[src/rtl/vga_timing_gen_if.sv]
// VGA timing generator bus: pixel position, timing strobes and colour path.
// The generator side (master) drives the timing and colour to the DAC; the
// pixel source side (slave) reads the position and supplies rgb_in.
interface vga_timing_gen_if;
  logic [2:0] rgb_in;
  logic [9:0] pix_x;
  logic [9:0] pix_y;
  logic       p_tick;
  logic       video_on;
  logic       hsync;
  logic       vsync;
  logic [2:0] rgb;
  logic       frame_start;

  modport master (
    input  rgb_in,
    output pix_x, pix_y, p_tick, video_on, hsync, vsync, rgb, frame_start
  );

  modport slave (
    output rgb_in,
    input  pix_x, pix_y, p_tick, video_on, hsync, vsync, rgb, frame_start
  );
endinterface

[src/rtl/vga_timing_gen.sv]
// VGA timing generator: pixel-clock divider, horizontal/vertical counters,
// registered sync pulses and blanked colour output. Everything runs in the
// single clk domain; p_tick is a clock enable, never a clock.
module vga_timing_gen #(
  parameter int CLK_DIV  = 2,
  parameter int H_DISP   = 640,
  parameter int H_FP     = 16,
  parameter int H_SYNC   = 96,
  parameter int H_BP     = 48,
  parameter int V_DISP   = 480,
  parameter int V_FP     = 10,
  parameter int V_SYNC   = 2,
  parameter int V_BP     = 33,
  parameter int SYNC_POL = 0
) (
  input  logic          clk,
  input  logic          reset,
  vga_timing_gen_if.master vga
);

  localparam int H_TOT = H_DISP + H_FP + H_SYNC + H_BP;
  localparam int V_TOT = V_DISP + V_FP + V_SYNC + V_BP;

  localparam logic [3:0] DIV_LAST     = 4'(CLK_DIV - 1);
  localparam logic [9:0] H_LAST       = 10'(H_TOT - 1);
  localparam logic [9:0] V_LAST       = 10'(V_TOT - 1);
  localparam logic [9:0] H_DISP_W     = 10'(H_DISP);
  localparam logic [9:0] V_DISP_W     = 10'(V_DISP);
  localparam logic [9:0] H_SYNC_FIRST = 10'(H_DISP + H_FP);
  localparam logic [9:0] H_SYNC_LAST  = 10'(H_DISP + H_FP + H_SYNC - 1);
  localparam logic [9:0] V_SYNC_FIRST = 10'(V_DISP + V_FP);
  localparam logic [9:0] V_SYNC_LAST  = 10'(V_DISP + V_FP + V_SYNC - 1);

  // Active and idle sync levels; idle is what reset drives.
  localparam logic SYNC_ACT  = (SYNC_POL != 0);
  localparam logic SYNC_IDLE = (SYNC_POL == 0);

  logic [3:0] div_q, div_d;
  logic       p_tick_q, p_tick_d;
  logic [9:0] x_q, x_d;
  logic [9:0] y_q, y_d;
  logic       hsync_q, hsync_d;
  logic       vsync_q, vsync_d;
  logic [2:0] rgb_q, rgb_d;
  logic       frame_start_q, frame_start_d;

  logic       div_last;
  logic       x_last;
  logic       y_last;
  logic       video_on;
  logic       h_sync_zone;
  logic       v_sync_zone;

  // Pixel divider: p_tick goes high for the one clk that closes each pixel.
  // With CLK_DIV = 1 div_q stays 0, so p_tick is high every clk.
  always_comb begin
    div_last = (div_q == DIV_LAST);
    div_d    = div_last ? 4'd0 : div_q + 4'd1;
    p_tick_d = div_last;
  end

  // Raster counters: x advances at the end of a p_tick clk, y on x wrap.
  always_comb begin
    x_last = (x_q == H_LAST);
    y_last = (y_q == V_LAST);
    x_d    = x_q;
    y_d    = y_q;
    if (p_tick_q) begin
      if (x_last) begin
        x_d = 10'd0;
        y_d = y_last ? 10'd0 : y_q + 10'd1;
      end else begin
        x_d = x_q + 10'd1;
      end
    end
  end

  // Region decode from the live counters.
  always_comb begin
    video_on    = (x_q < H_DISP_W) && (y_q < V_DISP_W);
    h_sync_zone = (x_q >= H_SYNC_FIRST) && (x_q <= H_SYNC_LAST);
    v_sync_zone = (y_q >= V_SYNC_FIRST) && (y_q <= V_SYNC_LAST);
  end

  // Output stage: syncs and colour capture the pixel that p_tick closes,
  // so they trail the counters by one pixel; frame_start marks the wrap.
  always_comb begin
    hsync_d       = hsync_q;
    vsync_d       = vsync_q;
    rgb_d         = rgb_q;
    frame_start_d = p_tick_q && x_last && y_last;
    if (p_tick_q) begin
      hsync_d = h_sync_zone ? SYNC_ACT : SYNC_IDLE;
      vsync_d = v_sync_zone ? SYNC_ACT : SYNC_IDLE;
      rgb_d   = video_on ? vga.rgb_in : 3'b000;
    end
  end

  // State register with synchronous reset; reset restarts the raster at (0,0).
  always_ff @(posedge clk) begin
    if (reset) begin
      div_q         <= 4'd0;
      p_tick_q      <= 1'b0;
      x_q           <= 10'd0;
      y_q           <= 10'd0;
      hsync_q       <= SYNC_IDLE;
      vsync_q       <= SYNC_IDLE;
      rgb_q         <= 3'b000;
      frame_start_q <= 1'b0;
    end else begin
      div_q         <= div_d;
      p_tick_q      <= p_tick_d;
      x_q           <= x_d;
      y_q           <= y_d;
      hsync_q       <= hsync_d;
      vsync_q       <= vsync_d;
      rgb_q         <= rgb_d;
      frame_start_q <= frame_start_d;
    end
  end

  assign vga.pix_x       = x_q;
  assign vga.pix_y       = y_q;
  assign vga.p_tick      = p_tick_q;
  assign vga.video_on    = video_on;
  assign vga.hsync       = hsync_q;
  assign vga.vsync       = vsync_q;
  assign vga.rgb         = rgb_q;
  assign vga.frame_start = frame_start_q;

endmodule

[src/flat_wrapper.sv]
// flat-port wrapper written by rule: the top's interface ports become plain ports
module vga_timing_gen_flat 
#(
  parameter int CLK_DIV  = 2,
  parameter int H_DISP   = 640,
  parameter int H_FP     = 16,
  parameter int H_SYNC   = 96,
  parameter int H_BP     = 48,
  parameter int V_DISP   = 480,
  parameter int V_FP     = 10,
  parameter int V_SYNC   = 2,
  parameter int V_BP     = 33,
  parameter int SYNC_POL = 0
)
  (clk, reset, vga_rgb_in, vga_pix_x, vga_pix_y, vga_p_tick, vga_video_on, vga_hsync, vga_vsync, vga_rgb, vga_frame_start);
  vga_timing_gen_if vga_i ();
  input  logic clk;
  input  logic reset;
  input wire logic [$bits(vga_i.rgb_in)-1:0] vga_rgb_in;
  output wire logic [$bits(vga_i.pix_x)-1:0] vga_pix_x;
  output wire logic [$bits(vga_i.pix_y)-1:0] vga_pix_y;
  output wire logic [$bits(vga_i.p_tick)-1:0] vga_p_tick;
  output wire logic [$bits(vga_i.video_on)-1:0] vga_video_on;
  output wire logic [$bits(vga_i.hsync)-1:0] vga_hsync;
  output wire logic [$bits(vga_i.vsync)-1:0] vga_vsync;
  output wire logic [$bits(vga_i.rgb)-1:0] vga_rgb;
  output wire logic [$bits(vga_i.frame_start)-1:0] vga_frame_start;
  assign vga_i.rgb_in = vga_rgb_in;
  assign vga_pix_x = vga_i.pix_x;
  assign vga_pix_y = vga_i.pix_y;
  assign vga_p_tick = vga_i.p_tick;
  assign vga_video_on = vga_i.video_on;
  assign vga_hsync = vga_i.hsync;
  assign vga_vsync = vga_i.vsync;
  assign vga_rgb = vga_i.rgb;
  assign vga_frame_start = vga_i.frame_start;
  vga_timing_gen #(.CLK_DIV(CLK_DIV), .H_DISP(H_DISP), .H_FP(H_FP), .H_SYNC(H_SYNC), .H_BP(H_BP), .V_DISP(V_DISP), .V_FP(V_FP), .V_SYNC(V_SYNC), .V_BP(V_BP), .SYNC_POL(SYNC_POL)) u_core (.clk(clk), .reset(reset), .vga(vga_i));
endmodule
[config.mk]
export PLATFORM = sky130hd
export DESIGN_NAME = vga_timing_gen_flat
export DESIGN_NICKNAME = d
export VERILOG_FILES = /design/src/rtl/vga_timing_gen_if.sv /design/src/rtl/vga_timing_gen.sv /design/src/flat_wrapper.sv
export SDC_FILE = /design/constraint.sdc
export NUM_CORES = 1
export LEC_CHECK = 0
export CORE_UTILIZATION = 53
export DETAILED_ROUTE_END_ITERATION = 7
export PLACE_DENSITY = 0.93
export SYNTH_ARGS = -nofsm -noshare
export SYNTH_HDL_FRONTEND = slang
export SYNTH_SLANG_ARGS = --single-unit
[constraint.sdc]
create_clock -name clk -period 3.8 [get_ports clk]
set_input_delay 0.76 -clock clk [delete_from_list [all_inputs] [get_ports clk]]
set_output_delay 0.76 -clock clk [all_outputs]
set_load 0.03 [all_outputs]
* Word-level counts from Yosys, hierarchy flattened
Index checks and enable logic that the tools add are counted.
** Storage, ports and cells
- Register bits :: 31
- Bits of input ports :: 5
- Output and inout port bits :: 28
- Word-level logic and storage cells :: 32
** Operators by class
- $add $sub $neg :: 3
- $lt $le $gt $ge :: 6
- Equality and inequality tests :: 3
- Mux-type cells :: 5
- Reduce and logical (&&, ||, !) cells :: 7
** Operators with widths (number)
- $add A10 B1 Y10 const B :: 2
- $eq A10 B10 Y1 const B :: 2
- $mux W10 :: 2
- $ge A10 B10 Y1 const B :: 1
- $ge A10 B9 Y1 const B :: 1
- $le A10 B10 Y1 const B :: 1
- $le A10 B9 Y1 const B :: 1
- $lt A10 B10 Y1 const B :: 1
- $lt A10 B9 Y1 const B :: 1
- $logic_and A1 B1 Y1 :: 5
- $add A4 B1 Y4 const B :: 1
- $eq A4 B1 Y1 const B :: 1
- $mux W3 :: 1
- $mux W1 :: 2
- $reduce_and A2 Y1 :: 1
- $reduce_or A2 Y1 :: 1

* Longest topological paths before layout
- Word-level depth :: 3
- Gate-level depth with buffers :: 7
- Depth with buffers taken out :: 6

* Worst setup path after synthesis
No wires, ideal clock.
- Kind :: register to output
- Start :: register u_core.y_q[7] (netlist: u_core.vga.pix_y[7])
- End :: output vga_video_on
- Data arrival time :: 1.522 ns
- Required time :: 3.040 ns
- Slack :: 1.518 ns
- Stages on the path, launching flop included :: 3
- Buffers on the path :: 0
- Cell sequence :: dfxtp_1 -> and4_1 -> nor3_1
** Between the ends
- Word-level cells in the longest chain between the ends :: 2
** RTL lines
- start: declaration :: RTL line vga_timing_gen.sv:41 : logic [9:0] y_q, y_d;
- start signal: assignment :: RTL line vga_timing_gen.sv:114 : y_q <= y_d;
- $lt A10 B9 Y1 :: RTL line vga_timing_gen.sv:80 : video_on = (x_q < H_DISP_W) && (y_q < V_DISP_W);
- $logic_and A1 B1 Y1 :: RTL line vga_timing_gen.sv:80
- end: declaration :: RTL line flat_wrapper.sv:23 : output wire logic [$bits(vga_i.video_on)-1:0] vga_video_on;
No other way between the ends.

* Worst setup path after layout
Same ends and word-level chain as after synthesis.

==> flow_summary_export.csv <==
group,metric,value,unit
cells_and_area,num_antenna_cells,0,
clocking,cts_inserted_buffers,5,
floorplanning,row_count,18,
cells_and_area,final_cells,225,
timing,tns,0,ps
setup_path,start_kind,"register",
pwr,p_leak,0.6391,nW
clocking,htree_levels,2,
synth,synth_cells,161,
setup_path,worstPathMaxFanout,6,
cells_and_area,nFillCells,220,
timing,tightestPinTransition,519.1,ps
floorplanning,core-area,2545,µm²
setup_path,crit_family,"buffers and inverters",
floorplanning,start_util,0.5728,
global_routing,antenna_found_initial,0,
run,maxCapViolCount,0,
floorplanning,dieWidth,54.45,µm
place,portBuffers,32,
drt,drt_wl_total,3.242,mm
synth,synthTopCellsByArea,"dfxtp_1, ha_1, xor2_1",
synth,synth_edf_count,0,
drt,final_antenna_net_count,0,
synth,synth_common_cells,"dfxtp_1, nor2_1, a21oi_1, nand3_1",
synth,synth_cell_types,37,
synth,yosysMostFrequentCell,"dfxtp_1",
floorplanning,io_pins,33,
cells_and_area,areaGrowthSynthToFinish,26.61,%
clocking,postCtsSetupBuffers,0,
global_routing,grt_max_degree,17,
floorplanning,dieArea,2964,µm²
clocking,root_buffer,"clkbuf_4",
synth,seq_area_frac_synth,0.4258,
synth,yosys_warnings,0,
synth,synth_ff_type,"dfxtp_1",
drt,dr.pass1.iters,4,
setup_path,crit_chain,"and4_1 > nor3_1 > clkdlybuf4s50_1",
timing,final_max_slew_viol_count,0,
timing,final.period_utilization,0.7627,
global_routing,grt_pass1_wl,5.050,mm
cells_and_area,drive_gt1_frac,0.05128,
cells_and_area,fin_nets,206,
global_routing,grtUsageTotal,0.2530,
outcome,outcome,"completed",
synth,ys_seq_elements,31,
clocking,postCtsResizedCells,0,
synth,async_flop_share,0,
drt,wl_per_cell,14.41,µm
synth,syn_area_per_cell,9.054,µm²
setup_path,path_buf_inv,1,
clocking,clkLatencyLatePin,340,ps
synth,synth_area_leader_cell,"dfxtp_1",
drt,drt_iter0_markers,8,
global_routing,grt_pass1_vias,1136,
pwr,ir_drop,0.0003958,V
drt,vias_per_cell,5.667,
timing,period_needed,2898,ps
timing,max_slew_margin,0.6535,
setup_path,cpMaxStageDelayCell,"clkdlybuf4s50_1",
synth,synth_top_area_frac,0.4258,
synth,syn_nets,173,
clocking,cts_tree,"done",
clocking,clock_path_buffers,2,
place,dp_hpwl,2.327,mm
timing,hold_violations,0,
synth,synth_area,1458,µm²
setup_path,r2r_setup_slack,1670,ps
synth,synth_compound_area_frac,0.09700,
clocking,cts.sinks,31,
timing,hold_slack,485.1,ps
setup_path,cp.required,3040,ps
timing,fin_worst_skew,4.837,ps
synth,synth_top_family_by_area,"simple AND/OR/NAND/NOR gates",
setup_path,critPathArrivalTime,2140,ps
clocking,clk_pin_slew,90,ps
pwr,pwr_density_cell,332.9,nW/µm²
global_routing,globalRoute.totalOverflow,0,
timing,max_freq,345.1,MHz
clocking,hold_buffers,0,
drt,via_count,1275,
synth,yosys.area_share.simple,0.2987,
setup_path,worstSetupPathType,"reg2out",
place,dp.cells,217,
drt,drc,0,
synth,yosys.area_share.xor_xnor,0.07210,
place,place.gp.congestion,0.8666,
floorplanning,dieHeight,54.45,µm
synth,synth_fa_ha_area_frac,0.06009,
timing,rsz0062_at_grt,"no",
synth,yosys-mux-area-fraction,0.006867,
min_path,hold_class,"reg2reg",
setup_path,cpPeakStageDelay,760,ps
setup_path,end_kind,"primary output",
timing,finalSetupViolations,0,
## final timing paths
kind                                     startpoint                  end  depth (start not counted)
worst max-delay path            u_core.vga.pix_y[7]         vga_video_on                          3
worst min register to register    u_core.vga.rgb[2]    u_core.vga.rgb[2]                          2
worst max register to register    u_core.vga.p_tick  u_core.vga.pix_y[7]                          4
worst min-delay path              u_core.vga.rgb[2]    u_core.vga.rgb[2]                          2
## metrics by stage
| step | util | power, mW | setup slack [ps] | instance area (µm²) |
|---|---|---|---|---|
| 2_1_floorplan | - | 0.3836 | 1518 | 1458 |
| 3_3_place_gp | 0.6981 | 0.4010 | 1335 | 1777 |
| 3_5_place_dp | 0.6981 | 0.4037 | 1312 | 1777 |
| 4_1_cts | 0.7252 | 0.6218 | 911.6 | 1846 |
| 5_1_grt | 0.7252 | 0.6421 | 788.3 | 1846 |
| 6_report | 0.7252 | 0.6144 | 901.9 | 1846 |
## per-layer routing
layer	track usage	vias to the layer above	routed length, µm
met4	0.1154	0	51
met5	0	-	0
met3	0.1028	5	157
li1	-	638	-
met2	0.4329	29	1620
met1	0.2699	603	1414
## registers in the layout, summed over array words and instances, names as in the netlist
name,cells
u_core.vga.pix_x,10
u_core.vga.pix_y,10
u_core.div_q,4
u_core.vga.rgb,3
u_core.vga.frame_start,1
u_core.vga.hsync,1
u_core.vga.p_tick,1
u_core.vga.vsync,1
## layout by cell type (no fill, tap or decap), drive strengths merged
cell / n
a21oi: 12
and3: 2
and3b: 1
and4: 5
clkbuf: 8
clkdlybuf4s50: 32
dfxtp: 31
ha: 7
inv: 5
mux2i: 1
nand2: 7
nand2b: 6
nand3: 10
nand3b: 2
nand4: 6
nand4b: 1
nor2: 17
nor3: 8
nor3b: 1
nor4b: 1
nor4bb: 1
o2111ai: 1
o21a: 1
o21ai: 6
o21bai: 2
o31ai: 1
o41ai: 1
or2b: 1
or3: 5
or4b: 1
xnor2: 4
xor2: 8
## worst min-delay path, delay by kind of cell, from the launching register on
family | cells | cell delay, ps
flip-flops | 1 | 320
AND/OR/NAND/NOR | 1 | 60
AO/OA/AOI/OAI | 1 | 60
## layout make-up
| cell class | instances | area, µm² | area share |
|---|---|---|---|
| sequential | 31 | 620.6 | 0.3363 |
| clock buffer | 8 | 68.82 | 0.03729 |
| timing repair buffer | 32 | 320.3 | 0.1736 |
| tap | 30 | 37.54 | 0.02034 |
| inverter | 5 | 18.77 | 0.01017 |
| multi-input combinational | 119 | 779.5 | 0.4224 |
## logic make-up (layout without fill, tap and decap cells)
| group | count (synthesis) | count (layout) |
|---|---|---|
| adders and majority gates | 7 | 7 |
| muxes | 1 | 1 |
| xor gates and xnor gates | 12 | 12 |
| DFF | 31 | 31 |
| buffers and inverters | 11 | 45 |
| AOI/OAI and AO/OA | 24 | 24 |
| and+or+nand+nor | 75 | 75 |
## report_power, final
group / internal, mW / switching [mW]
registers: 0.334 / 0.0126
logic: 0.0233 / 0.0260
clock network: 0.109 / 0.110
No activity file was read; power rests on OpenSTA's default activity.
